File: src/rtl/ob_unloader_if.sv
// Row stream from the output-buffer unloader to its sink: one memory row per beat,
// last marks the final row of a transfer.
interface ob_unloader_if #(
  parameter int DATA_W = 64
);
  logic              valid;
  logic              ready;
  logic [DATA_W-1:0] data;
  logic              last;

  modport master (output valid, output data, output last, input ready);
  modport slave  (input valid, input data, input last, output ready);
endinterface

File: src/rtl/ob_unloader.sv
// Drains rows from the output buffer SRAM and streams them over a valid/ready stream.
// Optional OB_UNLOAD_STALL_CNT_EN adds stall_cnt_o, a saturating count of stalled beats.
module ob_unloader #(
  parameter int COL       = 4,
  parameter int OUT_WIDTH = 16,
  parameter int O_SIZE    = 256,
  parameter int AW        = $clog2(O_SIZE)
) (
  input  logic                     clk_i,
  input  logic                     rstn_i,
  input  logic                     start_i,
  input  logic [AW-1:0]            base_addr_i,
  input  logic [AW:0]              num_rows_i,
  output logic                     busy_o,
  output logic                     done_o,
  output logic                     ob_mem_cenb_o,
  output logic                     ob_mem_wenb_o,
  output logic [AW-1:0]            ob_mem_addr_o,
  input  logic [COL*OUT_WIDTH-1:0] ob_mem_data_i,
`ifdef OB_UNLOAD_STALL_CNT_EN
  output logic [15:0]              stall_cnt_o,
`endif
  ob_unloader_if.master            m
);

  localparam int DW = COL * OUT_WIDTH;

  typedef enum logic [1:0] {IDLE, RUN, FINISH} state_t;

  state_t        state_r, state_nxt;
  logic [AW-1:0] base_r;
  logic [AW:0]   num_rows_r;
  logic [AW:0]   issued_r;
  logic          inflight_r;
  logic          inflight_last_r;
  logic [DW-1:0] fifo_data_r [2];
  logic [1:0]    fifo_last_r;
  logic          rd_ptr_r;
  logic          wr_ptr_r;
  logic [1:0]    fifo_count_r;

  logic       start_ok;
  logic       pop;
  logic       push;
  logic       issue;
  logic       issue_last;
  logic [2:0] occupancy;

  assign m.valid = (fifo_count_r != 2'd0);
  assign m.data  = fifo_data_r[rd_ptr_r];
  assign m.last  = m.valid & fifo_last_r[rd_ptr_r];

  // Occupancy counts rows buffered plus in flight, net of this cycle's pop, so the
  // 2-entry FIFO can never be asked to hold a third row.
  always_comb begin
    start_ok   = (state_r == IDLE) && start_i;
    pop        = m.valid & m.ready;
    push       = inflight_r;
    occupancy  = 3'(fifo_count_r) + 3'(inflight_r) - 3'(pop);
    issue      = (state_r == RUN) && (issued_r < num_rows_r) && (occupancy < 3'd2);
    issue_last = (issued_r == (num_rows_r - {{AW{1'b0}}, 1'b1}));
  end

  assign ob_mem_cenb_o = ~issue;
  assign ob_mem_wenb_o = 1'b1;
  assign ob_mem_addr_o = issue ? (base_r + issued_r[AW-1:0]) : '0;
  assign busy_o        = (state_r == RUN);
  assign done_o        = (state_r == FINISH);

  always_comb begin
    state_nxt = state_r;
    case (state_r)
      IDLE:    if (start_i) state_nxt = (num_rows_i == '0) ? FINISH : RUN;
      RUN:     if (pop && m.last) state_nxt = FINISH;
      FINISH:  state_nxt = IDLE;
      default: state_nxt = IDLE;
    endcase
  end

  always_ff @(posedge clk_i or negedge rstn_i) begin
    if (!rstn_i) begin
      state_r         <= IDLE;
      base_r          <= '0;
      num_rows_r      <= '0;
      issued_r        <= '0;
      inflight_r      <= 1'b0;
      inflight_last_r <= 1'b0;
    end else begin
      state_r         <= state_nxt;
      inflight_r      <= issue;
      inflight_last_r <= issue & issue_last;
      if (start_ok) begin
        base_r     <= base_addr_i;
        num_rows_r <= num_rows_i;
        issued_r   <= '0;
      end else if (issue) begin
        issued_r <= issued_r + {{AW{1'b0}}, 1'b1};
      end
    end
  end

  // The last flag travels with the data so m.last needs no row comparison at the head.
  always_ff @(posedge clk_i or negedge rstn_i) begin
    if (!rstn_i) begin
      for (int i = 0; i < 2; i++) fifo_data_r[i] <= '0;
      fifo_last_r  <= '0;
      rd_ptr_r     <= 1'b0;
      wr_ptr_r     <= 1'b0;
      fifo_count_r <= '0;
    end else begin
      if (push) begin
        fifo_data_r[wr_ptr_r] <= ob_mem_data_i;
        fifo_last_r[wr_ptr_r] <= inflight_last_r;
        wr_ptr_r              <= ~wr_ptr_r;
      end
      if (pop) rd_ptr_r <= ~rd_ptr_r;
      fifo_count_r <= fifo_count_r + 2'(push) - 2'(pop);
    end
  end

`ifdef OB_UNLOAD_STALL_CNT_EN
  always_ff @(posedge clk_i or negedge rstn_i) begin
    if (!rstn_i) begin
      stall_cnt_o <= '0;
    end else if (start_ok) begin
      stall_cnt_o <= '0;
    end else if ((state_r == RUN) && m.valid && !m.ready && (stall_cnt_o != 16'hFFFF)) begin
      stall_cnt_o <= stall_cnt_o + 16'd1;
    end
  end
`endif

endmodule

File: src/flat_wrapper.sv
// flat-port wrapper written by rule: the top's interface ports become plain ports
module ob_unloader_flat 
#(
  parameter int COL       = 4,
  parameter int OUT_WIDTH = 16,
  parameter int O_SIZE    = 256,
  parameter int AW        = $clog2(O_SIZE)
)
  (clk_i, rstn_i, start_i, base_addr_i, num_rows_i, busy_o, done_o, ob_mem_cenb_o, ob_mem_wenb_o, ob_mem_addr_o, ob_mem_data_i, m_valid, m_data, m_last, m_ready);
  ob_unloader_if #(.DATA_W((COL * OUT_WIDTH))) m_i ();
  input  logic clk_i;
  input  logic rstn_i;
  input  logic start_i;
  input  logic [AW-1:0] base_addr_i;
  input  logic [AW:0] num_rows_i;
  output logic busy_o;
  output logic done_o;
  output logic ob_mem_cenb_o;
  output logic ob_mem_wenb_o;
  output logic [AW-1:0] ob_mem_addr_o;
  input  logic [COL*OUT_WIDTH-1:0] ob_mem_data_i;
  output wire logic [$bits(m_i.valid)-1:0] m_valid;
  output wire logic [$bits(m_i.data)-1:0] m_data;
  output wire logic [$bits(m_i.last)-1:0] m_last;
  input wire logic [$bits(m_i.ready)-1:0] m_ready;
  assign m_valid = m_i.valid;
  assign m_data = m_i.data;
  assign m_last = m_i.last;
  assign m_i.ready = m_ready;
  ob_unloader #(.COL(COL), .OUT_WIDTH(OUT_WIDTH), .O_SIZE(O_SIZE), .AW(AW)) u_core (.clk_i(clk_i), .rstn_i(rstn_i), .start_i(start_i), .base_addr_i(base_addr_i), .num_rows_i(num_rows_i), .busy_o(busy_o), .done_o(done_o), .ob_mem_cenb_o(ob_mem_cenb_o), .ob_mem_wenb_o(ob_mem_wenb_o), .ob_mem_addr_o(ob_mem_addr_o), .ob_mem_data_i(ob_mem_data_i), .m(m_i));
endmodule
File: config.mk
export PLATFORM = sky130hd
export DESIGN_NAME = ob_unloader_flat
export DESIGN_NICKNAME = d
export VERILOG_FILES = /design/src/rtl/ob_unloader_if.sv /design/src/rtl/ob_unloader.sv /design/src/flat_wrapper.sv
export SDC_FILE = /design/constraint.sdc
export NUM_CORES = 1
export LEC_CHECK = 0
export ABC_AREA = 1
export CAP_MARGIN = 20
export CORE_MARGIN = 3
export CORE_UTILIZATION = 56
export CTS_CLUSTER_DIAMETER = 200
export DETAILED_ROUTE_END_ITERATION = 12
export PLACE_DENSITY_LB_ADDON = 0.15
export SLEW_MARGIN = 0
export SYNTH_ARGS = -nofsm -noshare
export SYNTH_HDL_FRONTEND = slang
export SYNTH_SLANG_ARGS = --single-unit
File: constraint.sdc
create_clock -name clk_i -period 8.3 [get_ports clk_i]
set_input_delay 1.66 -clock clk_i [delete_from_list [all_inputs] [get_ports clk_i]]
set_output_delay 1.66 -clock clk_i [all_outputs]
set_load 0.01 [all_outputs]
# Word level (Yosys, flattened, before mapping)
# Index checks and enable logic that the tools add are counted.
# classes
n_addsub,7
order_cmp,8
eq_ne,5
n_mux,18
n_bitwise,8
n_reduce_logical,11
# ops
operator,n
$mux 64,4
$bwmux 128,1
$demux 64 s1,1
$mux 9,2
$add 9x1->9 const B,1
$eq 9x9->1,1
$logic_not 9->1,1
$lt 9x9->1,1
$sub 9x1->9 const B,1
$add 8x8->8,1
$mux 8,1
$logic_and 1x1->1,6
$mux 2,3
$ge 2x2->1 const B,2
$lt 1x2->1 const B,2
$not 1->2,2
$pmux 2 s2,1
$reduce_bool 2->1,2
$add 2x1->3,1
$and 1x1->1,3
$lt 3x2->1 const B,1
$mux 1,3
$not 1->1,3
$sub 3x1->3,1
other kinds (12),12
# word_totals
reg_bits,164
inputBits,85
out_inout_bits,78
elab_cells,69

# Depth between registers and ports, before layout
# Gate-level depths: netlist of the first run.
# logic_depth
ltp_word,7
depth_mapped,16
depth_no_buf,16

# Worst setup path after synthesis of the first run
# Ideal clock, no wire load.
# synth_path
kind,input port to output port
from,in m_ready
to,out ob_mem_addr_o[3]
arrival_time_ps,3687
required_ps,6640
setup_slack_ps,2953
path_stages,14
n_path_buf,1
path_cell_list,nand2_1 > inv_1 > ha_1 > inv_1 > ha_1 > inv_1 > fa_1 > inv_1 > nor2_1 > nand2_2 > nor3_4 > nand2_4 > buf_6 > nor3_2
# synth_via
elab_chain_len,5
# synth_rtl
item,line_no,rtl
"start, declared",flat_wrapper.sv:25,input wire logic [$bits(m_i.ready)-1:0] m_ready;
$and 1x1->1,ob_unloader.sv:57,pop = m.valid & m.ready;
via u_core.pop,ob_unloader.sv:43,logic pop;
$sub 3x1->3,ob_unloader.sv:59,occupancy = 3'(fifo_count_r) + 3'(inflight_r) - 3'(pop);
via u_core.occupancy[1],ob_unloader.sv:47,logic [2:0] occupancy;
$lt 3x2->1,ob_unloader.sv:60,issue = (state_r == RUN) && (issued_r < num_rows_r) && (occupancy < 3'd2);
$logic_and 1x1->1,ob_unloader.sv:60,
$mux 8,ob_unloader.sv:66,assign ob_mem_addr_o = issue ? (base_r + issued_r[AW-1:0]) : '0;
"end, declared",flat_wrapper.sv:20,output logic [AW-1:0] ob_mem_addr_o;
# The timed path passes the listed nets, and every way through them passes these cells.

# Final worst setup path of the first run
# layout_path
from,in m_ready
to,out ob_mem_addr_o[7]
# layout_via
elab_chain_len,5
# layout_rtl
item,line_no,rtl
$and 1x1->1,ob_unloader.sv:57,
via u_core.pop,ob_unloader.sv:43,
$sub 3x1->3,ob_unloader.sv:59,
via u_core.occupancy[1],ob_unloader.sv:47,
$lt 3x2->1,ob_unloader.sv:60,
$logic_and 1x1->1,ob_unloader.sv:60,
via u_core.issue,ob_unloader.sv:45,logic issue;
$mux 8,ob_unloader.sv:66,
# The timed path passes the listed nets, and every way through them passes these cells.

==> results_dict.tcl, run 1 <==
set metrics [dict create \
    cts.sinks 164 \
    netlist_area_um2 8050 \
    start_kind "input pin" \
    cts_setup_buffers 0 \
    r2r_slack_ns 5.28 \
    antenna_found_initial 0 \
    grt_start_max_net_pins 131 \
    clockRootBuffer "clkbuf_16" \
    die_w_um 126 \
    syn_avg_cell_area_um2 7.80 \
    maxCapViolCount 0 \
    synth.distinct_cells 33 \
    worstSetupEndpointType "output pin" \
    p_leak_nw 5.46 \
    setup_tns_ns 0 \
    cp-endpoint "ob_mem_addr_o[7]" \
    required_ns 6.64 \
    tightest_slew_ns 0.939 \
    reg2regPathDepth 14 \
    track_usage_pct 23.4 \
    finalPower_mw 4.11 \
    die_h_um 126 \
    relSlewSlack_pct 37.4 \
    p_clk_share_pct 19.8 \
    outcome "finished clean" \
    drc 0 \
    area_growth_pct 29.1 \
    rows 43 \
    setup_ws_ns 1.78 \
    rr_startpoint "u_core.fifo_count_r[1]" \
    r2r_end "u_core.inflight_last_r" \
    synth_fp_nets 1139 \
    critPathKind "input pin to output pin" \
    hold_path_class "flop to flop" \
    grt_overflow 0 \
    vdd_ir_drop_max_v 0.000197 \
    slew_violations 0 \
    synth-seq-cells 164 \
    fmax_mhz 153 \
    via_count 6976 \
    final_common_cell "nand2_1" \
    layout.nets 1275 \
    cp_max_fo 19 \
    whs_ns 0.480 \
    ys_seq_area_share_pct 51.0 \
    clkTransAtPathRegs_ns 0.06 \
    wl_per_cell_um 13.6 \
    pre_cts_ws_ns 1.78 \
    tritoncts "yes" \
    combPwrFrac_pct 46.1 \
    fin_crit_sh_pct 78.6 \
    post-route-util_pct 74.3 \
    hold_violations 0 \
    switching_share_pct 37.7 \
    drtIter0Drc 579 \
    final_cell_mix "nand2_1, dfrtp_1, clkdlybuf4s50_1, o21ai_0, inv_1" \
    cts_buffers 17 \
    fin_skew_ns 0.00638 \
    powerDensity_nw_per_um2 395 \
    firstDrtPassIters 5 \
    seqPwrFrac_pct 34.1 \
    yosys_warnings 0 \
    arrival_ns 4.86 \
    start_util_pct 57.6 \
    grt_pass1_wl_um 30600 \
    diodes 0 \
    setup_violations 0 \
    io-pin-count 163 \
    worstHoldStart "u_core.fifo_data_r[90]" \
    p_int_mw 2.56 \
    layout-drive-gt1-share_pct 5.59 \
    core_um2 14000 \
    clock_latency_ns 0.42 \
    dp_hpwl_um 11800 \
    startpoint "m_ready" \
    viasPerCell 5.13 \
    hold_buffers 0 \
    wirelength_um 18500 \
    gp_congestion 0.833 \
    rsz0062_at_grt "no" \
    switching_power_mw 1.55 \
    dieArea_um2 15900 \
    ant_nets 0 \
    first_global_vias 6548 \
    post-route-min-period_ns 6.52 \
    port_buffers 161 \
    cts_buffer_depth 2 \
    htreeDepth 4 \
    cts_resized 0 \
    syn-instance-count 1032 \
]
## cell usage after synthesis
cell type / instances / area (um^2)
or2_2: 1 / 6.26
o21bai_1: 1 / 7.51
or2_1: 1 / 6.26
nor3_1: 1 / 5.00
conb_1: 1 / 3.75
o21ai_1: 1 / 5.00
xnor2_1: 4 / 35.0
nor3_4: 2 / 32.5
inv_2: 2 / 7.51
inv_1: 119 / 447
nand2_2: 3 / 18.8
mux2_2: 8 / 90.1
ha_1: 20 / 250
fa_1: 2 / 40.0
buf_6: 1 / 11.3
a31oi_1: 2 / 12.5
a21oi_1: 11 / 55.1
nand2_4: 1 / 11.3
nand3_1: 28 / 140
buf_2: 13 / 65.1
nor3_2: 2 / 20.0
xor2_1: 6 / 52.6
clkbuf_1: 29 / 109
o21ai_0: 144 / 721
a21o_1: 1 / 7.51
nor2_1: 36 / 135
buf_4: 1 / 7.51
nand2_1: 401 / 1510
dfrtp_1: 164 / 4100
nand4_1: 15 / 93.8
nor2_2: 2 / 12.5
nor4_1: 1 / 6.26
buf_1: 8 / 30.0
## area by class of cell
| cell class | instances | area [um^2] |
|---|---|---|
| inverters | 121 | 454 |
| clock buffers | 20 | 467 |
| repair buffers | 169 | 1710 |
| multi-input cells | 695 | 3280 |
| flip-flops and latches | 164 | 4110 |
| fillers | 1100 | 3590 |
| clock inverters | 12 | 151 |
| well taps | 180 | 225 |
## cell families (layout without fill, tap and decap cells)
group | Yosys count | in the layout | synth area share, %
flip-flops | 164 | 164 | 51.0
multiplexers | 8 | 8 | 1.12
adder cells (fa/ha/maj) | 22 | 22 | 3.60
other | 1 | 1 | 0.0466
buffers and inverters | 173 | 322 | 8.40
XOR/XNOR | 10 | 10 | 1.09
AO/OA/AOI/OAI | 160 | 160 | 10.0
AND/OR/NAND/NOR | 494 | 494 | 24.7
## flip-flops by register name, indices dropped and copies added, names as in the netlist
| name | flops |
|---|---|
| u_core.wr_ptr_r | 1 |
| u_core.fifo_last_r | 2 |
| u_core.state_r | 2 |
| u_core.inflight_last_r | 1 |
| u_core.base_r | 8 |
| u_core.inflight_r | 1 |
| u_core.fifo_data_r | 128 |
| u_core.rd_ptr_r | 1 |
| u_core.fifo_count_r | 2 |
| u_core.issued_r | 9 |
| u_core.num_rows_r | 9 |
## worst min path at each step
stage	endpoint	slack, ns	cells after the start
floorplan	u_core.fifo_last_r[1]	0.45	2
global placement	u_core.fifo_data_r[111]	0.47	2
detailed placement	u_core.fifo_data_r[90]	0.47	2
CTS	u_core.fifo_data_r[90]	0.49	2
global route	u_core.fifo_data_r[95]	0.50	2
finish	u_core.fifo_data_r[90]	0.48	2
## power groups by stage
stage	sequential [mW]	combinational, mW	clock [mW]
3_3_place_gp	1.39	1.84	0
3_5_place_dp	1.40	1.88	0
2_1_floorplan	1.35	1.10	0
6_report	1.40	1.89	0.815
4_1_cts	1.40	1.90	0.826
5_1_grt	1.45	2.12	0.864
## worst max-delay path, stage by stage
cell	delay, ns
clkdlybuf4s50_1	0.43
nand2_1	0.12
inv_1	0.05
ha_1	0.28
inv_1	0.05
ha_1	0.13
inv_1	0.05
fa_1	0.47
inv_1	0.05
nor2_1	0.11
nand2_2	0.08
nor3_4	0.34
nand2_4	0.24
inv_2	0.12
nand2_1	0.05
nor2_1	0.09
clkdlybuf4s50_1	0.54
## per-stage QoR
| step | cells | area, um^2 |
|---|---|---|
| after global placement | 1327 | 9730 |
| after global routing | 1361 | 10400 |
| after detailed placement | 1327 | 9730 |
| after floorplan | 1032 | 8050 |
| after CTS | 1359 | 10300 |
| final | 1361 | 10400 |
## metal layers
layer | vias to the layer above | routed length [um] | global-route usage, %
li1 | 3494 | - | -
met1 | 3257 | 8160 | 31.8
met2 | 202 | 8950 | 37.6
met3 | 23 | 1090 | 5.26
met4 | 0 | 305 | 7.63
met5 | - | 0 | 0
Power figures use the tool's default switching activity.
==> run 2: changes to the inputs <==
--- a/config.mk
+++ b/config.mk
@@ -8,7 +8,7 @@
 export ABC_AREA = 1
 export CAP_MARGIN = 20
 export CORE_MARGIN = 3
-export CORE_UTILIZATION = 56
+export CORE_UTILIZATION = 52
 export CTS_CLUSTER_DIAMETER = 200
 export DETAILED_ROUTE_END_ITERATION = 12
 export PLACE_DENSITY_LB_ADDON = 0.15
==> constraint.sdc (replaced) <==
create_clock -name clk_i -period 6 [get_ports clk_i]
set_input_delay 1.2 -clock clk_i [delete_from_list [all_inputs] [get_ports clk_i]]
set_output_delay 1.2 -clock clk_i [all_outputs]
set_load 0.01 [all_outputs]
==> run 2 against run 1 <==
  * Critical path depth stayed put
  * Register-to-register slack worse by 2.1 ns
  * Critical endpoint unchanged
  * Power is 36% higher
  * Via count is 1.3% lower
  * Sequential power is 38% higher
  * Wire length is 0.31% lower
  * Sequential share of layout area is 0.11 points higher
  * Count of clock-buffer cells in the layout is 1 lower
  * Setup slack worse by 1.2 ns
  * Global-route usage is 1.3 points lower
  * Hold slack better by 0.0015 ns
==> results_dict.tcl, run 2 (same netlist as run 1, synthesis figures left out) <==
set metrics [dict create \
    grt_overflow 0 \
    area_growth_pct 28.7 \
    die_w_um 130 \
    start_kind "input pin" \
    cpLargestDelayFamily "buffers and inverters" \
    worstSetupEndpointType "output pin" \
    whs_ns 0.481 \
    grt_pass1_wl_um 30100 \
    critical_path_buf_inv_count 7 \
    tightest_slew_ns 0.751 \
    wirelength_um 18400 \
    htreeDepth 4 \
    tritoncts "yes" \
    critPathKind "input pin to output pin" \
    slew_violations 0 \
    layout-drive-gt1-share_pct 5.66 \
    rows 44 \
    cts_buffer_depth 2 \
    diodes 0 \
    dp_hpwl_um 12000 \
    post-route-min-period_ns 5.42 \
    fmax_mhz 185 \
    critPathMaxStageDelay_ns 0.57 \
    cts_buffers 17 \
    fin_crit_sh_pct 90.3 \
    required_ns 4.80 \
    cp_max_fo 19 \
    hold_path_class "flop to flop" \
    final_cell_mix "nand2_1, dfrtp_1, clkdlybuf4s50_1, o21ai_0, inv_1" \
    first_global_vias 6357 \
    track_usage_pct 22.1 \
    core_um2 14900 \
    setup_ws_ns 0.581 \
    antenna_found_initial 0 \
    ant_nets 0 \
    cts.sinks 164 \
    final_common_cell "nand2_1" \
    port_buffers 161 \
    hold_violations 0 \
    powerDensity_nw_per_um2 540 \
    via_count 6882 \
    crit_chain "clkdlybuf4s50_1 > nand2_1 > inv_1 > ha_1 > inv_1 > ha_1 > inv_1 > fa_1 > inv_1 > nor2_1 > nand2_2 > nor3_4 > nand2_4 > inv_2 > nand2_1 > nor2_1 > clkdlybuf4s50_1" \
    setup_violations 0 \
    top_regs "u_core.fifo_data_r: 128 flops, u_core.issued_r: 9 flops, u_core.num_rows_r: 9 flops" \
    drtIter0Drc 623 \
    setup_tns_ns 0 \
    die_h_um 130 \
    cts_setup_buffers 0 \
    outcome "finished clean" \
    wl_per_cell_um 13.5 \
    layout.nets 1277 \
    largest_reg_flops 128 \
    vdd_ir_drop_max_v 0.000241 \
    fin_skew_ns 0.00758 \
    drc 0 \
    p_leak_nw 5.43 \
    hold_buffers 0 \
    rsz0062_at_grt "no" \
    cts_resized 0 \
    path_common_cell "inv_1" \
    crit_slowest_cell "clkdlybuf4s50_1" \
    post-route-util_pct 69.8 \
    io-pin-count 163 \
    max_flop_register "u_core.fifo_data_r" \
    pre_cts_ws_ns 0.587 \
    relSlewSlack_pct 49.9 \
    dieArea_um2 17000 \
    clkTransAtPathRegs_ns 0.06 \
    r2r_slack_ns 3.23 \
    start_util_pct 54.2 \
    firstDrtPassIters 7 \
    clock_latency_ns 0.42 \
    clockRootBuffer "clkbuf_16" \
    maxCapViolCount 0 \
    finalPower_mw 5.60 \
    gp_congestion 0.856 \
    viasPerCell 5.03 \
    arrival_ns 4.22 \
    grt_start_max_net_pins 131 \
]
## run 2: cell types whose count changed in the layout (fill, tap and decap cells not counted)
cell,before,now
buf_4,6,8
bufinv_16,3,1
clkbuf_1,0,1
clkbuf_8,3,1
clkinv_2,4,2
clkinvlp_4,2,4
inv_6,2,4
inv_8,0,1
## run 2: layout make-up
cell class	instances	area (um^2)
clock buffers	19	443
clock inverters	13	125
fillers	1229	4500
inverters	121	454
multi-input cells	695	3280
flip-flops and latches	164	4110
well taps	184	230
repair buffers	171	1730
## run 2: routing by layer
layer / share of wire, % / vias up / track usage (%)
met5: 0 / - / 0
met4: 1.2 / 0 / 6.23
met3: 5.2 / 20 / 4.84
met2: 47 / 174 / 34.6
met1: 47 / 3197 / 31.6
li1: - / 3491 / -
## run 2: final timing paths
| path | startpoint | depth (start not counted) | end |
|---|---|---|---|
| max | m_ready | 17 | ob_mem_addr_o[7] |
| min | u_core.fifo_data_r[10] | 2 | u_core.fifo_data_r[10] |
| max reg2reg | u_core.fifo_count_r[1] | 14 | u_core.inflight_last_r |
| min reg2reg | u_core.fifo_data_r[10] | 2 | u_core.fifo_data_r[10] |
| max in group asynchronous | rstn_i | 2 | u_core.fifo_data_r[93] |
| min in group asynchronous | rstn_i | 1 | u_core.fifo_data_r[74] |
## run 2: worst register-to-register path: stages (launching register included)
cell and delay (ns):
dfrtp_1 0.42, or2_2 0.33, nand2_1 0.09, inv_1 0.05, ha_1 0.27, inv_1 0.05, ha_1 0.12, inv_1 0.04
fa_1 0.49, inv_1 0.06, nor2_1 0.11, nand2_2 0.08, nor3_4 0.16, nand2_4 0.19, nor3_1 0.22
## run 2: report_power, final
part / switching, mW / internal, mW
Sequential: 0.303 / 1.63
Combinational: 1.40 / 1.23
Clock: 0.453 / 0.589
## run 2: stage by stage
step	instance area, um^2	std cells
floorplan	8050	1032
global placement	9750	1333
detailed placement	9750	1333
CTS	10300	1365
global route	10400	1367
finish	10400	1367
==> run 3: changes to the inputs <==
--- a/config.mk
+++ b/config.mk
@@ -12,7 +12,9 @@
 export CTS_CLUSTER_DIAMETER = 200
 export DETAILED_ROUTE_END_ITERATION = 12
 export PLACE_DENSITY_LB_ADDON = 0.15
+export SKIP_CTS_REPAIR_TIMING = 1
 export SLEW_MARGIN = 0
 export SYNTH_ARGS = -nofsm -noshare
 export SYNTH_HDL_FRONTEND = slang
 export SYNTH_SLANG_ARGS = --single-unit
+export TNS_END_PERCENT = 20
==> constraint.sdc (replaced) <==
create_clock -name clk_i -period 6 [get_ports clk_i]
set_input_delay 1.2 -clock clk_i [delete_from_list [all_inputs] [get_ports clk_i]]
set_output_delay 1.2 -clock clk_i [all_outputs]
set_load 0.05 [all_outputs]
==> run 3 against run 2 <==
  * Combinational power is 41% higher
  * Global-route usage down 0.40 points
  * Sequential power is essentially flat
  * Via count shrank 1.3%
  * Fmax rose by 0.18%
  * Register-to-register slack worse by 0.33 ns
  * First-iteration DRC count down 1.3%
  * Core utilization shrank 0.45 points
  * Non-clock buffer count is 1 lower
  * Die area stayed put
  * Critical path type unchanged
  * Critical endpoint is now ob_mem_cenb_o
  * Largest power group unchanged
  * Highest routed layer unchanged
==> results_dict.tcl, run 3 (same netlist as run 1, synthesis figures left out) <==
set metrics [dict create \
    core_um2 14900 \
    clockRootBuffer "clkbuf_16" \
    dp_hpwl_um 11700 \
    p_leak_nw 5.42 \
    top_regs "u_core.fifo_data_r: 128 flops, u_core.issued_r: 9 flops, u_core.num_rows_r: 9 flops" \
    crit_chain "clkdlybuf4s50_1 > nand2_1 > inv_1 > ha_1 > inv_1 > ha_1 > inv_1 > fa_1 > inv_1 > nor2_1 > nand2_2 > nor3_4 > nand2_4 > clkdlybuf4s50_1" \
    arrival_ns 4.21 \
    ant_nets 0 \
    setup_tns_ns 0 \
    dieArea_um2 17000 \
    htreeDepth 4 \
    vdd_ir_drop_max_v 0.000526 \
    critPathKind "input pin to output pin" \
    tritoncts "yes" \
    maxCapViolCount 0 \
    wl_per_cell_um 13.1 \
    outcome "finished clean" \
    hold_violations 0 \
    first_global_vias 6247 \
    drc 0 \
    fmax_mhz 185 \
    firstDrtPassIters 5 \
    start_util_pct 54.2 \
    track_usage_pct 21.7 \
    finalPower_mw 6.62 \
    reg2regPathDepth 15 \
    clkTransAtPathRegs_ns 0.06 \
    rsz0062_at_grt "no" \
    rows 44 \
    wirelength_um 17900 \
    crit_slowest_cell "clkdlybuf4s50_1" \
    final_cell_mix "nand2_1, dfrtp_1, clkdlybuf4s50_1, o21ai_0, inv_1" \
    antenna_found_initial 0 \
    layout-drive-gt1-share_pct 6.10 \
    layout.nets 1276 \
    fin_skew_ns 0.00809 \
    slew_violations 0 \
    hold_path_class "flop to flop" \
    powerDensity_nw_per_um2 643 \
    drtIter0Drc 615 \
    required_ns 4.80 \
    port_buffers 161 \
    cp_max_fo 9 \
    cts.sinks 164 \
    setup_violations 0 \
    gp_congestion 0.834 \
    grt_pass1_wl_um 29600 \
    io-pin-count 163 \
    relSlewSlack_pct 49.6 \
    diodes 0 \
    path_common_cell "inv_1" \
    critPathMaxStageDelay_ns 0.71 \
    min_path_cells 2 \
    cts_buffers 17 \
    fin_crit_sh_pct 90.2 \
    grt_start_max_net_pins 131 \
    final_common_cell "nand2_1" \
    cts_buffer_depth 2 \
    die_h_um 130 \
    largest_reg_flops 128 \
    grt_overflow 0 \
    clock_latency_ns 0.42 \
    post-route-min-period_ns 5.41 \
    viasPerCell 4.98 \
    max_flop_register "u_core.fifo_data_r" \
    via_count 6792 \
    tightest_slew_ns 0.756 \
    area_growth_pct 27.9 \
    start_kind "input pin" \
    die_w_um 130 \
    worstSetupEndpointType "output pin" \
]
run 3: cell types whose count changed in the layout (fill, tap and decap cells not counted), sizes merged:
cell	delta
buf	+7
clkdlybuf4s50	-8
clkinvlp	+1
inv	-4
bufinv	-1
clkbuf	+1
clkinv	+2
run 3: final timing paths:
| path | start | to | slack [ns] |
|---|---|---|---|
| setup reg to reg | u_core.fifo_count_r[1] | u_core.inflight_last_r | 2.90 |
| hold / removal | u_core.fifo_data_r[96] | u_core.fifo_data_r[96] | 0.48 |
| setup / recovery | m_ready | ob_mem_cenb_o | 0.59 |
| max in group asynchronous | rstn_i | u_core.issued_r[8] | 4.03 |
| min in group asynchronous | rstn_i | u_core.fifo_data_r[73] | 0.62 |
| hold reg to reg | u_core.fifo_data_r[96] | u_core.fifo_data_r[96] | 0.48 |
run 3: cell type report:
class / count / area (um^2)
clock inverters: 11 / 82.6
multi-input cells: 695 / 3280
inverters: 121 / 454
repair buffers: 170 / 1700
well taps: 184 / 230
flip-flops and latches: 164 / 4110
fillers: 1266 / 4560
clock buffers: 20 / 447
run 3: power by group:
| group | switching, mW | total, mW | internal, mW |
|---|---|---|---|
| Clock | 0.433 | 0.971 | 0.538 |
| Sequential | 0.304 | 1.93 | 1.63 |
| Combinational | 2.51 | 3.72 | 1.21 |
run 3: per-stage QoR:
step                hold slack (ns)  utilization (%)  cell area, um^2  setup WS [ns]  instances
finish                        0.482             69.3            10300          0.590       1365
global route                  0.504             69.3            10300          0.423       1365
CTS                           0.488             68.9            10200          0.593       1363
detailed placement            0.473             65.4             9720          0.605       1332
global placement              0.465             65.4             9720          0.660       1332
floorplan                     0.448                -             8050           1.04       1032
run 3: worst max-delay path: cells and delay by family:
family | cells | cell delay (ns)
buf+inv | 6 | 1.36
fa+ha+maj | 3 | 0.89
simple gates | 5 | 0.75
run 3: routing by layer:
| metal | vias to the layer above | wire length (um) | share of wire (%) | track usage [%] |
|---|---|---|---|---|
| li1 | 3481 | - | - | - |
| met1 | 3111 | 8550 | 48 | 31.0 |
| met2 | 184 | 8100 | 45 | 33.0 |
| met3 | 16 | 1060 | 5.9 | 5.33 |
| met4 | 0 | 199 | 1.1 | 6.96 |
| met5 | - | 0 | 0 | 0 |
